===== src/rtl/dot_product_accumulator.sv =====
// dot_product_accumulator
// Sums N_TERMS consecutive unsigned products from the multiplier into one
// dot-product element. Each completed sum is offered on a one-entry
// valid/ready output register. Upstream cannot be stalled, so a result that
// completes while the output register is still full and not being drained
// is dropped, and the sticky overflow flag is raised.
module dot_product_accumulator #(
    parameter int PROD_W  = 64,
    parameter int N_TERMS = 4,
    parameter int ACC_W   = 72
) (
    input  logic                       clk,
    input  logic                       reset,
    input  logic [PROD_W-1:0]          prod_in,
    input  logic                       prod_valid,
    input  logic                       clear,
    output logic [ACC_W-1:0]           acc_out,
    output logic                       acc_valid,
    input  logic                       acc_ready,
    output logic [$clog2(N_TERMS):0]   term_cnt,
    output logic                       busy,
    output logic                       overflow
);

    // Counter is one bit wider than needed to index N_TERMS so that
    // N_TERMS=1 still yields a legal one-bit counter.
    localparam int CNT_W = $clog2(N_TERMS) + 1;
    localparam logic [CNT_W-1:0] ZERO_CNT = {CNT_W{1'b0}};
    localparam logic [CNT_W-1:0] ONE_CNT  = CNT_W'(1);
    localparam logic [CNT_W-1:0] LAST_CNT = CNT_W'(N_TERMS - 1);
    localparam logic [ACC_W-1:0] ZERO_ACC = {ACC_W{1'b0}};

    typedef enum logic [0:0] {
        OUT_EMPTY = 1'b0,
        OUT_FULL  = 1'b1
    } out_state_e;

    // Partial-sum state
    logic [CNT_W-1:0] term_cnt_q;
    logic [CNT_W-1:0] term_cnt_d;
    logic [ACC_W-1:0] partial_q;
    logic [ACC_W-1:0] partial_d;

    // Output register state
    out_state_e       out_state_q;
    out_state_e       out_state_d;
    logic [ACC_W-1:0] acc_out_q;
    logic [ACC_W-1:0] acc_out_d;
    logic             overflow_q;
    logic             overflow_d;

    // Datapath helpers
    logic [ACC_W-1:0] prod_ext_s;
    logic [ACC_W-1:0] sum_s;
    logic             take_s;
    logic             complete_s;

    // Term acceptance, completion detect and the running sum including this term.
    always_comb begin
        prod_ext_s = ACC_W'(prod_in);
        // clear has priority: a product arriving together with clear is dropped.
        take_s     = prod_valid & ~clear;
        complete_s = take_s & (term_cnt_q == LAST_CNT);
        // The first term of a dot product loads directly so a stale partial
        // can never leak into the next element.
        if (term_cnt_q == ZERO_CNT) begin
            sum_s = prod_ext_s;
        end else begin
            sum_s = partial_q + prod_ext_s;
        end
    end

    // Next state of the partial sum and term counter.
    always_comb begin
        term_cnt_d = term_cnt_q;
        partial_d  = partial_q;
        if (clear) begin
            term_cnt_d = ZERO_CNT;
            partial_d  = ZERO_ACC;
        end else if (complete_s) begin
            // The finished sum leaves through the output register; the
            // partial is free for the next element on the very next cycle.
            term_cnt_d = ZERO_CNT;
            partial_d  = ZERO_ACC;
        end else if (take_s) begin
            term_cnt_d = term_cnt_q + ONE_CNT;
            partial_d  = sum_s;
        end else begin
            term_cnt_d = term_cnt_q;
            partial_d  = partial_q;
        end
    end

    // Next state of the output register (EMPTY/FULL) and the sticky overflow flag.
    always_comb begin
        out_state_d = out_state_q;
        acc_out_d   = acc_out_q;
        overflow_d  = overflow_q;
        case (out_state_q)
            OUT_EMPTY: begin
                if (complete_s) begin
                    acc_out_d   = sum_s;
                    out_state_d = OUT_FULL;
                end else begin
                    out_state_d = OUT_EMPTY;
                end
            end
            OUT_FULL: begin
                if (complete_s) begin
                    if (acc_ready) begin
                        // Old result leaves while the new one arrives.
                        acc_out_d   = sum_s;
                        out_state_d = OUT_FULL;
                    end else begin
                        // Held result must stay stable; the new one is lost.
                        overflow_d  = 1'b1;
                        out_state_d = OUT_FULL;
                    end
                end else if (acc_ready) begin
                    // acc_out keeps its last value after the hand-off.
                    out_state_d = OUT_EMPTY;
                end else begin
                    out_state_d = OUT_FULL;
                end
            end
            default: begin
                out_state_d = OUT_EMPTY;
            end
        endcase
        // clear never coincides with a completion, so it cannot mask a new drop.
        if (clear) begin
            overflow_d = 1'b0;
        end else begin
            overflow_d = overflow_d;
        end
    end

    // State registers with asynchronous active-high reset.
    always_ff @(posedge clk or posedge reset) begin
        if (reset) begin
            term_cnt_q  <= ZERO_CNT;
            partial_q   <= ZERO_ACC;
            out_state_q <= OUT_EMPTY;
            acc_out_q   <= ZERO_ACC;
            overflow_q  <= 1'b0;
        end else begin
            term_cnt_q  <= term_cnt_d;
            partial_q   <= partial_d;
            out_state_q <= out_state_d;
            acc_out_q   <= acc_out_d;
            overflow_q  <= overflow_d;
        end
    end

    assign acc_out   = acc_out_q;
    assign acc_valid = (out_state_q == OUT_FULL);
    assign term_cnt  = term_cnt_q;
    assign busy      = (term_cnt_q != ZERO_CNT);
    assign overflow  = overflow_q;

endmodule


===== config.mk =====
export PLATFORM = sky130hd
export DESIGN_NAME = dot_product_accumulator
export DESIGN_NICKNAME = d
export VERILOG_FILES = /design/src/rtl/dot_product_accumulator.sv
export SDC_FILE = /design/constraint.sdc
export NUM_CORES = 1
export LEC_CHECK = 0
export BUFFER_PORTS_ARGS = -buffer_cell sky130_fd_sc_hd__buf_2
export CORE_UTILIZATION = 35
export CTS_CLUSTER_DIAMETER = 120
export DETAILED_ROUTE_END_ITERATION = 10
export GPL_TIMING_DRIVEN = 1
export PLACE_DENSITY = 0.59
export SETUP_SLACK_MARGIN = 0.02
export SYNTH_ARGS = -nofsm -noshare
export SYNTH_HDL_FRONTEND = slang
export SYNTH_SLANG_ARGS = --single-unit

===== constraint.sdc =====
create_clock -name clk -period 5.87 [get_ports clk]
set_input_delay 0.8805 -clock clk [delete_from_list [all_inputs] [get_ports clk]]
set_output_delay 0.8805 -clock clk [all_outputs]
set_load 0.01 [all_outputs]

==> metrics.yaml <==
run_status:
  outcome: "finished, final reports clean"
setup_path:
  worstSetupEndpointType: "register"
  critPathMaxFanout: 5
  critPathTopFamily: "compound AO/OA/AOI/OAI gates"
  required_ps: 6150
  crit_path_start: "prod_in[0]"
  path_cells: "buf_2 -> ha_1 -> fa_1 -> a211oi_1 -> nor4_1 -> nor2_1 -> a211oi_2 -> o2111a_2 -> o21ai_0 -> nand3_1 -> a31oi_1 -> xor2_1 -> o21ai_0"
  crit_arrival_ps: 4090
  path_class: "input port to register"
  r2r_start: "partial_q[0]$_DFFE_PP0P_"
  critPathLaunchType: "input port"
  crit_buf_inv: 1
  slowest_delay_ps: 430
  cp_slowest_cell: "fa_1"
  crit_top_cell: "o21ai_0"
  ff2ff_setup_slack_ps: 2250
  cp_num_cells: 13
  reg2reg_depth: 12
  r2r_end: "acc_out[46]$_DFFE_PP0P_"
  cp-endpoint: "acc_out[46]$_DFFE_PP0P_"
die:
  die_x_microns: 175
  coreArea_sq_mm: 0.0290
  rows: 62
  start_util: 0.360
  die_area_sq_mm: 0.0305
  pin_count: 147
  die_height_microns: 175
timing:
  finalHoldViolCount: 0
  max_freq_ghz: 0.263
  max_slew.worst_pin.slew_ps: 877
  period_share: 0.649
  layout_setup_ws_ps: 2060
  fin_worst_skew_ps: 11.6
  period_minus_slack_ps: 3810
  rsz0062_at_grt: "false"
  drv_slew: 0
  fin_setup_tns_ps: 0
  slew_headroom: 0.416
  finalSetupViolCount: 0
placement:
  dp_hpwl_microns: 22900
  portBuffers: 146
  gp_congestion: 0.905
  pre_cts_ws_ps: 1670
synth:
  synth_ff_type: "dfrtp_1"
  synth_nets: 1376
  synth_warnings: 0
  synthCells: 1240
  async_flop_share: 1.00
  synth-edff-count: 0
  ys_seq_elements: 149
  yosysUniqueCellTypes: 71
  ys_seq_area_frac: 0.357
  syn_area_sq_mm: 0.0104
  syn_avg_cell_area_sq_um: 8.42
detailed_routing:
  routed.top_layer: "met4"
  wl_met3_microns: 1440
  post-route-drc-count: 0
  antenna_left: 0
  drt_iter0_markers: 737
  routed_wl_microns: 31700
  via_count: 9711
  wl_met2_microns: 14300
  vias_per_cell: 5.58
  firstDrtPassIters: 7
  drt-met1-wl_microns: 15400
  wire_per_inst_microns: 18.2
cts:
  clk_latency_ps: 430
  clock_tree.root_cell: "clkbuf_16"
  numCtsBuffers: 17
  cts_max_path_buffers: 2
  clock_sinks: 149
  cts_resized: 0
  clkTransAtPathRegs_ps: 70
  cts_tree: "built"
  h-tree-depth: 4
  hold_buffers: 0
  cts_setup_buffers: 0
cells_and_area:
  drive_gt1_frac: 0.173
  syn2layout_area_growth_pct: 15.4
  final_common_cell: "nand2_1"
  nets: 1479
  diodes: 0
  layout_common_cells: "nand2_1 (162), dfrtp_1 (149), buf_2 (146)"
grt:
  grt_pass1_vias: 9508
  grt_pass1_wl_microns: 51300
  globalRoute.totalOverflow: 0
  grt_max_degree: 75
  grt_usage: 0.211
  antenna_found_initial: 0
run:
  drv_cap: 0
power_and_ir_drop:
  power.density_mw_per_mm2: 302
  peakVddDrop_mv: 0.201
  leakage_nw: 5.92
min_path:
  hold_path.class: "register to register"
==> flip-flops by register name, summed over array words and instances, names as in the netlist <==
signal,flops
acc_out,72
acc_valid,1
overflow,1
partial_q,72
term_cnt,3
==> stage by stage <==
stage                     hold WS, ps  total power, mW  cells  utilization  area [sq um]
after CTS                         475             3.66   1740        0.415         12000
after global routing              500             3.86   1740        0.415         12000
after floorplan                   454             2.15   1240            -         10400
final                             469             3.64   1740        0.415         12000
after global placement            453             2.53   1708        0.395         11500
after detailed placement          459             2.54   1708        0.395         11500
==> cell families after synthesis <==
logic type,share of synthesized area
AO/OA/AOI/OAI,0.267
XOR/XNOR,0.0436
adder cells (fa/ha/maj),0.0810
buffers and inverters,0.0369
flip-flops,0.357
multiplexers,0.0326
AND/OR/NAND/NOR,0.181
==> area by class of cell <==
type	instances	area, sq um
clock buffer	19	453
clock inverter	13	123
fill	3061	17000
inverter	29	114
multi-input combinational	991	6340
sequential	149	3730
tap	384	480
timing repair buffer	155	798
==> routing by layer <==
metal,global-route usage,vias to the layer above
li1,-,4743
met1,0.297,4676
met2,0.333,247
met3,0.0309,45
met4,0.0649,0
met5,0,-
==> how the worst min path moves through the flow <==
stage                              from                  endpoint  slack (ps)  depth (start not counted)
5_1_grt          acc_out[3]$_DFFE_PP0P_    acc_out[3]$_DFFE_PP0P_         500                          2
4_1_cts         acc_out[20]$_DFFE_PP0P_   acc_out[20]$_DFFE_PP0P_         480                          2
3_5_place_dp    acc_out[20]$_DFFE_PP0P_   acc_out[20]$_DFFE_PP0P_         460                          2
6_report        acc_out[24]$_DFFE_PP0P_   acc_out[24]$_DFFE_PP0P_         470                          2
2_1_floorplan  partial_q[0]$_DFFE_PP0P_  partial_q[0]$_DFFE_PP0P_         450                          2
3_3_place_gp    acc_out[20]$_DFFE_PP0P_   acc_out[20]$_DFFE_PP0P_         450                          2
==> power breakdown <==
group          internal [mW]  switching [mW]  total, mW
Clock                  0.612           0.496       1.11
Combinational          0.485           0.755       1.24
Sequential              1.19          0.0977       1.29
Total                   2.29            1.35       3.64
==> worst min-delay path, delay by kind of cell, from the launching register on <==
kind             cells  cell delay (ps)
and+or+nand+nor      2              100
DFF                  1              340
==> Yosys cell counts (20+ instances only) <==
master | number | share of area
a22o_1 | 31 | 0.026
xnor2_1 | 30 | 0.025
a21o_1 | 40 | 0.029
o21ai_0 | 113 | 0.054
nand4_1 | 23 | 0.014
inv_1 | 28 | 0.010
ha_1 | 66 | 0.079
nor3_1 | 27 | 0.013
nand3_1 | 34 | 0.016
nand2_1 | 162 | 0.058
mux2_2 | 20 | 0.022
xor2_1 | 22 | 0.018
clkbuf_1 | 58 | 0.021
dfrtp_1 | 149 | 0.36
a21oi_1 | 121 | 0.058
nor2_1 | 88 | 0.032
Note: power is estimated with default switching activity, not from simulation.
